**src/rtl/posit_defines.sv**
```systemverilog
// Shared posit<4,0> constants for the quire-to-posit datapath.
package posit_defines;

   localparam int unsigned POSIT4_WIDTH = 4;
   localparam int unsigned POSIT4_ES    = 0;
   // Minimum quire width before carry-guard bits are added
   localparam int unsigned NQMIN        = 9;
   // Binary point position inside the quire (LSB weight 2^-QUIRE_BPP)
   localparam int unsigned QUIRE_BPP    = 4;

   localparam logic [POSIT4_WIDTH-1:0] POSIT4_NAR  = 4'b1000;
   localparam logic [POSIT4_WIDTH-1:0] POSIT4_ZERO = 4'b0000;

   // Magnitude field limits (bits below the sign)
   localparam logic [POSIT4_WIDTH-2:0] POSIT4_MAXPOS_FIELD = 3'b111;
   localparam logic [POSIT4_WIDTH-2:0] POSIT4_MINPOS_FIELD = 3'b001;

endpackage

```
**src/rtl/leading_one_detector.sv**
```systemverilog
// Combinational priority encoder: position of the most significant set bit.
module leading_one_detector #(
   parameter int unsigned WIDTH = 19,
   localparam int unsigned PW = $clog2(WIDTH)
) (
   input  logic [WIDTH-1:0] in_i,
   output logic [PW-1:0]    pos_o,
   output logic             valid_o
);

   // Scan upward so the highest set bit wins
   always_comb begin
      pos_o   = '0;
      valid_o = 1'b0;
      for (int i = 0; i < int'(WIDTH); i++) begin
         if (in_i[i]) begin
            pos_o   = PW'(i);
            valid_o = 1'b1;
         end
      end
   end

endmodule

```
**src/rtl/quire_to_posit_4_0.sv**
```systemverilog
// Quire to posit<4,0> converter: 3-stage pipeline (magnitude, normalize, round/encode)
// with rts/rtr handshake. Optional macro QUIRE2POSIT_EOW_ONLY_EN emits only end-of-window beats.
module quire_to_posit_4_0
   import posit_defines::*;
#(
   parameter int unsigned LOG_NB_ACCUM = 10,
   localparam int unsigned QW = NQMIN + LOG_NB_ACCUM,
   localparam int unsigned PW = $clog2(QW)
) (
   input  logic          clk,
   input  logic          rst,
   output logic          rtr_o,
   input  logic          rts_i,
   input  logic          sow_i,
   input  logic          eow_i,
   input  logic [QW-1:0] data_i,
   input  logic          sign_i,
   input  logic          zero_i,
   input  logic          NaR_i,
   input  logic          rtr_i,
   output logic          rts_o,
   output logic          sow_o,
   output logic          eow_o,
   output logic [3:0]    posit_o,
   output logic          sign_o,
   output logic          zero_o,
   output logic          NaR_o
);

   // Scratch width for the regime + fraction bit string
   localparam int unsigned VW = QW + 2;

   // Sign is recomputed from the quire MSB
   logic unused_sign;
   assign unused_sign = sign_i;

   logic process_en, accept, load1;
   logic rtr_q, rtr_d;

   logic          v1_q, v1_d, neg1_q, neg1_d, nar1_q, nar1_d, zero1_q, zero1_d;
   logic          sow1_q, sow1_d, eow1_q, eow1_d;
   logic [QW-1:0] mag1_q, mag1_d;

   logic              v2_q, v2_d, neg2_q, neg2_d, nar2_q, nar2_d, zero2_q, zero2_d;
   logic              sow2_q, sow2_d, eow2_q, eow2_d, sticky2_q, sticky2_d;
   logic [1:0]        frac2_q, frac2_d;
   logic signed [PW:0] scale2_q, scale2_d;

   logic       rts_q, rts_d, sow_o_q, sow_o_d, eow_o_q, eow_o_d;
   logic [3:0] posit_q, posit_d;

   logic [QW-1:0] mag_in, norm;
   logic [PW-1:0] lzd_pos, shamt;
   logic          lzd_valid;

   logic [PW:0]   k;
   logic [VW-1:0] vec;
   logic [2:0]    field, res;
   logic [3:0]    sum, enc;
   logic          guard, stk, round_up;

   assign process_en = rtr_i | ~rts_q;
   assign accept     = rts_i & rtr_q & process_en;
`ifdef QUIRE2POSIT_EOW_ONLY_EN
   assign load1 = accept & eow_i;
`else
   assign load1 = accept;
`endif

   assign mag_in = data_i[QW-1] ? (~data_i + QW'(1)) : data_i;

   leading_one_detector #(
      .WIDTH(QW)
   ) u_lzd (
      .in_i   (mag1_q),
      .pos_o  (lzd_pos),
      .valid_o(lzd_valid)
   );

   assign shamt = PW'(QW - 1) - lzd_pos;
   assign norm  = mag1_q << shamt;

   // Round/encode: build regime+fraction string, round to nearest even, clamp, negate
   always_comb begin
      if (!scale2_q[PW]) begin
         k   = $unsigned(scale2_q) + (PW+1)'(1);
         vec = ~({VW{1'b1}} >> k);
      end else begin
         k   = $unsigned(-scale2_q);
         vec = {1'b1, {(VW-1){1'b0}}} >> k;
      end
      vec      = vec | ({frac2_q, {(VW-2){1'b0}}} >> (k + (PW+1)'(1)));
      field    = vec[VW-1 -: 3];
      guard    = vec[VW-4];
      stk      = (|vec[VW-5:0]) | sticky2_q;
      round_up = guard & (stk | field[0]);
      sum      = {1'b0, field} + {3'b000, round_up};
      if (sum[3]) begin
         res = POSIT4_MAXPOS_FIELD;
      end else if (sum[2:0] == 3'b000) begin
         res = POSIT4_MINPOS_FIELD;
      end else begin
         res = sum[2:0];
      end
      enc = neg2_q ? (~{1'b0, res} + 4'd1) : {1'b0, res};
   end

   // Next-state for all stages; everything holds while process_en is low
   always_comb begin
      rtr_d     = process_en;
      v1_d      = v1_q;
      neg1_d    = neg1_q;
      nar1_d    = nar1_q;
      zero1_d   = zero1_q;
      sow1_d    = sow1_q;
      eow1_d    = eow1_q;
      mag1_d    = mag1_q;
      v2_d      = v2_q;
      neg2_d    = neg2_q;
      nar2_d    = nar2_q;
      zero2_d   = zero2_q;
      sow2_d    = sow2_q;
      eow2_d    = eow2_q;
      sticky2_d = sticky2_q;
      frac2_d   = frac2_q;
      scale2_d  = scale2_q;
      rts_d     = rts_q;
      sow_o_d   = sow_o_q;
      eow_o_d   = eow_o_q;
      posit_d   = posit_q;
      if (process_en) begin
         v1_d = load1;
         if (load1) begin
            neg1_d  = data_i[QW-1];
            mag1_d  = mag_in;
            nar1_d  = NaR_i;
            zero1_d = zero_i | (mag_in == '0);
            sow1_d  = sow_i;
            eow1_d  = eow_i;
         end
         v2_d = v1_q;
         if (v1_q) begin
            neg2_d    = neg1_q;
            nar2_d    = nar1_q;
            zero2_d   = zero1_q | ~lzd_valid;
            sow2_d    = sow1_q;
            eow2_d    = eow1_q;
            scale2_d  = $signed({1'b0, lzd_pos}) - $signed((PW+1)'(QUIRE_BPP));
            frac2_d   = norm[QW-2 -: 2];
            sticky2_d = |norm[QW-4:0];
         end
         rts_d = v2_q;
         if (v2_q) begin
            sow_o_d = sow2_q;
            eow_o_d = eow2_q;
            if (nar2_q) begin
               posit_d = POSIT4_NAR;
            end else if (zero2_q) begin
               posit_d = POSIT4_ZERO;
            end else begin
               posit_d = enc;
            end
         end
      end
   end

   // Pipeline registers with synchronous reset
   always_ff @(posedge clk) begin
      if (rst) begin
         rtr_q     <= 1'b0;
         v1_q      <= 1'b0;
         neg1_q    <= 1'b0;
         nar1_q    <= 1'b0;
         zero1_q   <= 1'b0;
         sow1_q    <= 1'b0;
         eow1_q    <= 1'b0;
         mag1_q    <= '0;
         v2_q      <= 1'b0;
         neg2_q    <= 1'b0;
         nar2_q    <= 1'b0;
         zero2_q   <= 1'b0;
         sow2_q    <= 1'b0;
         eow2_q    <= 1'b0;
         sticky2_q <= 1'b0;
         frac2_q   <= '0;
         scale2_q  <= '0;
         rts_q     <= 1'b0;
         sow_o_q   <= 1'b0;
         eow_o_q   <= 1'b0;
         posit_q   <= '0;
      end else begin
         rtr_q     <= rtr_d;
         v1_q      <= v1_d;
         neg1_q    <= neg1_d;
         nar1_q    <= nar1_d;
         zero1_q   <= zero1_d;
         sow1_q    <= sow1_d;
         eow1_q    <= eow1_d;
         mag1_q    <= mag1_d;
         v2_q      <= v2_d;
         neg2_q    <= neg2_d;
         nar2_q    <= nar2_d;
         zero2_q   <= zero2_d;
         sow2_q    <= sow2_d;
         eow2_q    <= eow2_d;
         sticky2_q <= sticky2_d;
         frac2_q   <= frac2_d;
         scale2_q  <= scale2_d;
         rts_q     <= rts_d;
         sow_o_q   <= sow_o_d;
         eow_o_q   <= eow_o_d;
         posit_q   <= posit_d;
      end
   end

   assign rtr_o   = rtr_q;
   assign rts_o   = rts_q;
   assign sow_o   = sow_o_q;
   assign eow_o   = eow_o_q;
   assign posit_o = posit_q;
   assign sign_o  = posit_q[3];
   assign zero_o  = (posit_q == POSIT4_ZERO);
   assign NaR_o   = (posit_q == POSIT4_NAR);

endmodule
```
**config.mk**
```make
export PLATFORM = sky130hd
export DESIGN_NAME = quire_to_posit_4_0
export DESIGN_NICKNAME = d
export VERILOG_FILES = /design/src/rtl/posit_defines.sv /design/src/rtl/leading_one_detector.sv /design/src/rtl/quire_to_posit_4_0.sv
export SDC_FILE = /design/constraint.sdc
export NUM_CORES = 1
export LEC_CHECK = 0
export CAP_MARGIN = 5
export CORE_MARGIN = 2
export CORE_UTILIZATION = 54
export CTS_BUF_LIST = sky130_fd_sc_hd__clkbuf_4
export CTS_CLUSTER_SIZE = 8
export DETAILED_ROUTE_END_ITERATION = 7
export GPL_TIMING_DRIVEN = 1
export PLACE_DENSITY = 0.79
export SYNTH_ARGS = -nofsm -noshare
export SYNTH_HDL_FRONTEND = slang
export SYNTH_SLANG_ARGS = --single-unit
export TNS_END_PERCENT = 5
```
**constraint.sdc**
```tcl
create_clock -name clk -period 4.66 [get_ports clk]
set_input_delay 0.932 -clock clk [delete_from_list [all_inputs] [get_ports clk]]
set_output_delay 0.932 -clock clk [all_outputs]
set_load 0.1 [all_outputs]
```
== Word-level counts from Yosys, hierarchy flattened ==
Index checks and enable logic that the tools add are counted.

* Reductions and logical operators: 8
* Bitwise logic cells: 14
* Mux-type cells: 45
* Equal/unequal tests: 1
* Shift operators: 4
* Add/sub/neg operators: 8

{| class="wikitable"
|+ Operators by type and width
! kind !! number
|-
| 4-bit 2-to-1 mux || 11
|-
| 21-bit by 6-bit right shift with 21-bit output (first input constant) || 2
|-
| 21-bit 2-to-1 mux || 1
|-
| 21-bit NOT || 1
|-
| 21-bit OR || 1
|-
| 21-bit by 6-bit right shift with 21-bit output || 1
|-
| 1-bit 2-to-1 mux || 20
|-
| 19-bit by 1-bit adder with 19-bit output (second input constant) || 1
|-
| 19-bit zero test || 1
|-
| 19-bit 2-to-1 mux || 1
|-
| 19-bit NOT || 1
|-
| 19-bit by 5-bit left shift with 18-bit output || 1
|-
| 3-bit 2-to-1 mux || 6
|-
| 17-bit OR reduction || 1
|-
| 16-bit OR reduction || 1
|-
| 5-bit 2-to-1 mux || 3
|-
| 6-bit by 1-bit adder with 6-bit output (second input constant) || 2
|-
| 6-bit 2-to-1 mux || 1
|-
| 6-bit negation || 1
|-
| 2-bit AND reduction || 3
|-
| 5-bit by 3-bit subtractor with 6-bit output (second input constant) || 1
|-
| 1-bit OR || 5
|-
| 5-bit subtractor (first input constant) || 1
|-
| 3-bit by 1-bit adder with 4-bit output || 1
|-
| 8 further kinds || 12
|}

* Word-level logic and storage cells: 101
* Output and inout port bits: 11
* Bits in registers: 48

== Logic depth before layout (Yosys ltp) ==
* Depth in word-level cells: 21
* Depth in mapped cells: 20
* Gate-level depth less buffers: 19

== Modules after synthesis ==
Synthesis repeated with hierarchy kept, for this count alone.

* Cells, all modules: 543
* Area, all modules: 4,164.0 um^2

{| class="wikitable"
|+ Modules (own cells, without submodules)
! module !! area an instance (um^2) !! times used !! cells each
|-
| quire_to_posit_4_0 || 3,968.8 || 1 || 506
|-
| leading_one_detector || 195.2 || 1 || 37
|}

== Worst setup path before layout ==
No wires, ideal clock.

* Kind: register to output
* Start: reg posit_q[3], in the netlist posit_o[3]
* End: out NaR_o
* Path slack: -414 ps
* Data arrival time: 4,142 ps
* Buffers on the path: 0
* Stages on the path, launching flop included: 2
* Path through: dfxtp_1 -> nor4b_1

* Longest elaborated chain between the ends: 1

{| class="wikitable"
|+ Ends and longest elaborated chain
! element !! line !! source
|-
| start, declared || quire_to_posit_4_0.sv:50 || <nowiki>logic [3:0] posit_q, posit_d;</nowiki>
|-
| start signal, assigned || quire_to_posit_4_0.sv:212 || <nowiki>posit_q <= posit_d;</nowiki>
|-
| 4-bit equality test || quire_to_posit_4_0.sv:223 || <nowiki>assign NaR_o = (posit_q == POSIT4_NAR);</nowiki>
|-
| end, declared || quire_to_posit_4_0.sv:27 || <nowiki>output logic NaR_o</nowiki>
|}

No other way between the ends.

== Final worst setup path ==
* Start: reg scale2_q[1]
* End: reg posit_q[2], in the netlist posit_o[2]

* Longest elaborated chain between the ends: 18
* Elaborated cells between the ends (all ways): 23
* Those cells by class: add/sub (5); shift (3); mux (7); bitwise (6); reduce/logical (2)

{| class="wikitable"
|+ Ends and longest elaborated chain
! element !! line !! source
|-
| start, declared || quire_to_posit_4_0.sv:47 || <nowiki>logic signed [PW:0] scale2_q, scale2_d;</nowiki>
|-
| start signal, assigned || quire_to_posit_4_0.sv:208 || <nowiki>scale2_q <= scale2_d;</nowiki>
|-
| 6-bit by 1-bit adder with 6-bit output or 6-bit negation (tied branches) || quire_to_posit_4_0.sv:86, quire_to_posit_4_0.sv:89 ||
|-
| 6-bit 2-to-1 mux or 21-bit by 6-bit right shift with 21-bit output (tied branches) || quire_to_posit_4_0.sv:85, quire_to_posit_4_0.sv:87 ||
|-
| 6-bit by 1-bit adder with 6-bit output or 21-bit NOT (tied branches) || quire_to_posit_4_0.sv:92, quire_to_posit_4_0.sv:87 ||
|-
| 21-bit by 6-bit right shift with 21-bit output or 21-bit 2-to-1 mux (tied branches) || quire_to_posit_4_0.sv:92, quire_to_posit_4_0.sv:85 ||
|-
| 21-bit OR (*) || quire_to_posit_4_0.sv:92 || <nowiki>vec = vec | ({frac2_q, {(VW-2){1'b0}}} >> (k + (PW+1)'(1)));</nowiki>
|-
| 17-bit OR reduction || quire_to_posit_4_0.sv:95 || <nowiki>stk = (|vec[VW-5:0]) | sticky2_q;</nowiki>
|-
| 1-bit OR || quire_to_posit_4_0.sv:95 ||
|-
| 1-bit OR || quire_to_posit_4_0.sv:96 || <nowiki>round_up = guard & (stk | field[0]);</nowiki>
|-
| [2 not listed] || -- ||
|-
| 3-bit zero test || quire_to_posit_4_0.sv:100 || <nowiki>end else if (sum[2:0] == 3'b000) begin</nowiki>
|-
| 3-bit 2-to-1 mux || quire_to_posit_4_0.sv:100 ||
|-
| 3-bit 2-to-1 mux (*) || quire_to_posit_4_0.sv:98 || <nowiki>if (sum[3]) begin</nowiki>
|-
| 3-bit NOT with 4-bit output || quire_to_posit_4_0.sv:105 || <nowiki>enc = neg2_q ? (~{1'b0, res} + 4'd1) : {1'b0, res};</nowiki>
|-
| 4-bit by 1-bit adder with 4-bit output || quire_to_posit_4_0.sv:105 ||
|-
| 4-bit 2-to-1 mux (*) || quire_to_posit_4_0.sv:105 ||
|-
| 4-bit 2-to-1 mux (*) || quire_to_posit_4_0.sv:158 || <nowiki>end else if (zero2_q) begin</nowiki>
|-
| 4-bit 2-to-1 mux (*) || quire_to_posit_4_0.sv:156 || <nowiki>if (nar2_q) begin</nowiki>
|}

Mark *: on every way between the ends. The rest lies on a longest branch, timed or not.
A chain may end at the register's enable or synchronous reset.

==> reports/qor.txt <==
========================================================================================
Leading cell type in the layout, fill and taps excluded ................... sky130_fd_sc_hd__nand2_1
Antenna violations before repair ..........................................            0
RSZ-0062 raised after global routing ......................................           no
Pin count of the biggest net entering global routing ......................           36
Detailed-route wire length ................................................      9.99 mm
WS Path Type .............................................................. flop to flop
Mean instance size in the synthesized netlist .............................    7.39 um^2
H-tree levels .............................................................            2
Number of buffers created by CTS ..........................................            5
Detailed-placement wirelength estimate ....................................      7.79 mm
Post-route setup TNS ......................................................         0 ns
Total die area ............................................................ 0.00825 mm^2
Ys flop type .............................................................. sky130_fd_sc_hd__dfxtp_1
Maximum buffer depth of the clock tree ....................................            2
Initial Utilization .......................................................        55.9%
Antenna diode count .......................................................            0
Tightest Pin Transition ...................................................     0.981 ns
Top library cells by usage in the layout, fill and taps aside ............. 62 x sky130_fd_sc_hd__nand2_1, 60 x sky130_fd_sc_hd__nor2_1, 47 x sky130_fd_sc_hd__dfxtp_1, 45 x sky130_fd_sc_hd__a21oi_1, 37 x sky130_fd_sc_hd__clkdlybuf4s50_1
# rows ....................................................................           31
Count of antenna-violating nets left after detailed routing ...............            0
Initial DRC Count .........................................................          271
Post-Synthesis Cell Area .................................................. 0.00407 mm^2
Synthesis-to-layout area growth ...........................................        13.5%
Min-delay worst type ...................................................... flop to flop
Clock slew at reported path FFs ...........................................      0.15 ns
Leakage power .............................................................      1.61 nW
Filler cell count .........................................................          677
Kind of start point of the critical path ..................................         flop
Detail-routed net length per standard cell ................................      14.8 um
Syn Nets ..................................................................          593
CP Max Fanout .............................................................            9
Overall fraction of global-route tracks in use ............................        24.6%
Fraction of final layout cells sized beyond drive strength 1 ..............        7.84%
Required time at the endpoint of the critical path ........................      4.93 ns
Remaining global-route overflow ...........................................            0
Horizontal die dimension ..................................................      90.9 um
Peak clock frequency supported by timing ..................................      228 MHz
Max-capacitance violation count ...........................................            0
Core ar. .................................................................. 0.00729 mm^2
Cells on Worst Hold Path ..................................................            2
Worst R2R Path Depth ......................................................           19
P per Cell Area ...........................................................  287 mW/mm^2
Clock sinks ...............................................................           48
Routability-driven placement congestion ratio .............................        0.910
Number of distinct library cells after synthesis ..........................           78
Share of synthesized flip-flops with an asynchronous set or reset .........           0%
Flip-flop and latch count after synthesis .................................           48
Share of the clock period used by the worst path ..........................        94.0%
Number of search-and-repair iterations in the first detailed-routing pass .            5
Pins over their slew limit ................................................            0
Endpoints failing hold ....................................................            0
Hold bufs inserted after CTS ..............................................            0
Number of ports placed on the die boundary ................................           39
Clk_lat worst skew ........................................................      0.36 ns
Wire length of the first global-routing pass ..............................      17.6 mm
Number of enable flip-flop cells after synthesis ..........................            0
Root Buffer ............................................................... sky130_fd_sc_hd__clkbuf_4
Capturing element type of the critical path ...............................         flop
Number of global-route vias before repair .................................         3901
Arrival time at the worst endpoint ........................................      4.65 ns
Number of buffers inserted by post-CTS setup repair .......................            0
Final setup violation count ...............................................            0
VDD IR-drop max ...........................................................     0.140 mV
Buffers added on ports ....................................................           37
Sequential share of the synthesized area ..................................        23.6%
Util after Layout .........................................................        63.4%
Worst slew margin relative to its limit ...................................        34.4%
Synthesized instance count ................................................          551
Run status ................................................................ finished clean
Shortest period the worst path allows .....................................      4.38 ns
Number of synthesis warnings ..............................................            0
Post-Route Hold Slack .....................................................     0.465 ns
Detailed-route DRC error count ............................................            0
Total of cells resized after clock tree synthesis .........................            0
Net count of the finished layout ..........................................          615
Final clock skew ..........................................................    0.0167 ns
Die height ................................................................      90.9 um
Routed via count divided by cell count ....................................         6.14
Routed via count ..........................................................         4134
TritonCTS clock tree ......................................................         done
========================================================================================
-- synthesized netlist by cell type, drive strengths merged (4+ instances only) --
library cell	instances	area share, %
a21oi	45	5.5
and3	4	0.61
nor4	11	2.2
nor3	20	2.5
nand2	62	5.7
o221ai	6	1.3
nand3	10	1.2
o31ai	9	1.7
xnor2	10	2.1
nand2b	9	1.6
a31oi	5	0.77
nor4b	5	1.1
buf	15	2.1
and2	4	0.61
ha	14	4.3
nor2b	8	1.2
o211ai	6	1.1
clkbuf	19	1.8
mux2i	4	0.98
a211oi	32	6.3
xor2	15	3.2
nor2	61	5.8
o41ai	4	0.86
inv	27	2.5
o21ai	30	3.7
dfxtp	48	24
or2	7	1.1
or4	4	0.74
o22ai	5	0.77
-- critical path, cell delays in order, from the launching register on --
cell and delay, ns:
sky130_fd_sc_hd__dfxtp_2 0.44, sky130_fd_sc_hd__inv_1 0.12, sky130_fd_sc_hd__ha_1 0.36, sky130_fd_sc_hd__ha_1 0.30
sky130_fd_sc_hd__and2_1 0.19, sky130_fd_sc_hd__a22o_1 0.19, sky130_fd_sc_hd__o2111ai_2 0.27, sky130_fd_sc_hd__nor3_1 0.10
sky130_fd_sc_hd__a31oi_1 0.24, sky130_fd_sc_hd__or2_2 0.16, sky130_fd_sc_hd__inv_1 0.04, sky130_fd_sc_hd__ha_1 0.22
sky130_fd_sc_hd__or2_2 0.31, sky130_fd_sc_hd__mux2i_2 0.25, sky130_fd_sc_hd__nor3_1 0.09, sky130_fd_sc_hd__nor3_1 0.23
sky130_fd_sc_hd__ha_1 0.18, sky130_fd_sc_hd__nor2b_1 0.05, sky130_fd_sc_hd__or3_1 0.30, sky130_fd_sc_hd__a32o_1 0.25
-- state kept, by name (all words and copies together), names as in the netlist, 2 cells and up --
signal	flops
scale2_q	6
frac2_q	2
posit_o	4
mag1_q	19
-- cell type report --
type	count	area [um^2]	share of cell area, %
inverters	27	104	2.25
clock inverters	3	68.8	1.49
flip-flops and latches	48	962	20.8
multi-input cells	442	2870	62.0
well taps	99	124	2.68
repair buffers	49	460	9.95
clock buffers	5	37.5	0.811
-- through the flow --
step | instance area [um^2] | setup WS, ns | instances | power, mW
after floorplan | 4080 | 0.0207 | 551 | 0.884
after global placement | 4510 | 0.362 | 665 | 1.00
after detailed placement | 4510 | 0.199 | 665 | 1.02
after CTS | 4610 | 0.137 | 673 | 1.33
after global routing | 4630 | 0.00547 | 673 | 1.41
final | 4630 | 0.278 | 673 | 1.33
-- path summary, 6_finish.rpt --
check               from         end  slack, ns
max reg2reg  scale2_q[1]  posit_o[2]       0.28
min               eow1_q      eow2_q       0.46
min reg2reg       eow1_q      eow2_q       0.46
max          scale2_q[1]  posit_o[2]       0.28
-- report_power, final --
part | switching (mW) | internal (mW)
Combinational | 0.323 | 0.228
Clock | 0.137 | 0.169
Sequential | 0.0378 | 0.433
Total | 0.499 | 0.829
-- kinds of logic (layout without fill, tap and decap cells) --
logic type / Yosys count / in the layout / share of synthesized area, %
flip-flops: 48 / 48 / 23.6
buffers and inverters: 61 / 84 / 6.42
AO/OA/AOI/OAI: 180 / 180 / 30.9
adder cells (fa/ha/maj): 14 / 14 / 4.30
XOR/XNOR: 25 / 25 / 5.37
multiplexers: 8 / 8 / 3.10
AND/OR/NAND/NOR: 215 / 215 / 26.3
-- metal layers --
layer | part of all wire (%) | GRT usage, % | up-vias
li1 | - | - | 2087
met1 | 46 | 32.9 | 1926
met2 | 49 | 43.2 | 113
met3 | 3.9 | 1.67 | 8
met4 | 0.96 | 5.93 | 0
met5 | 0 | 0 | -
Power figures use the tool's default switching activity.
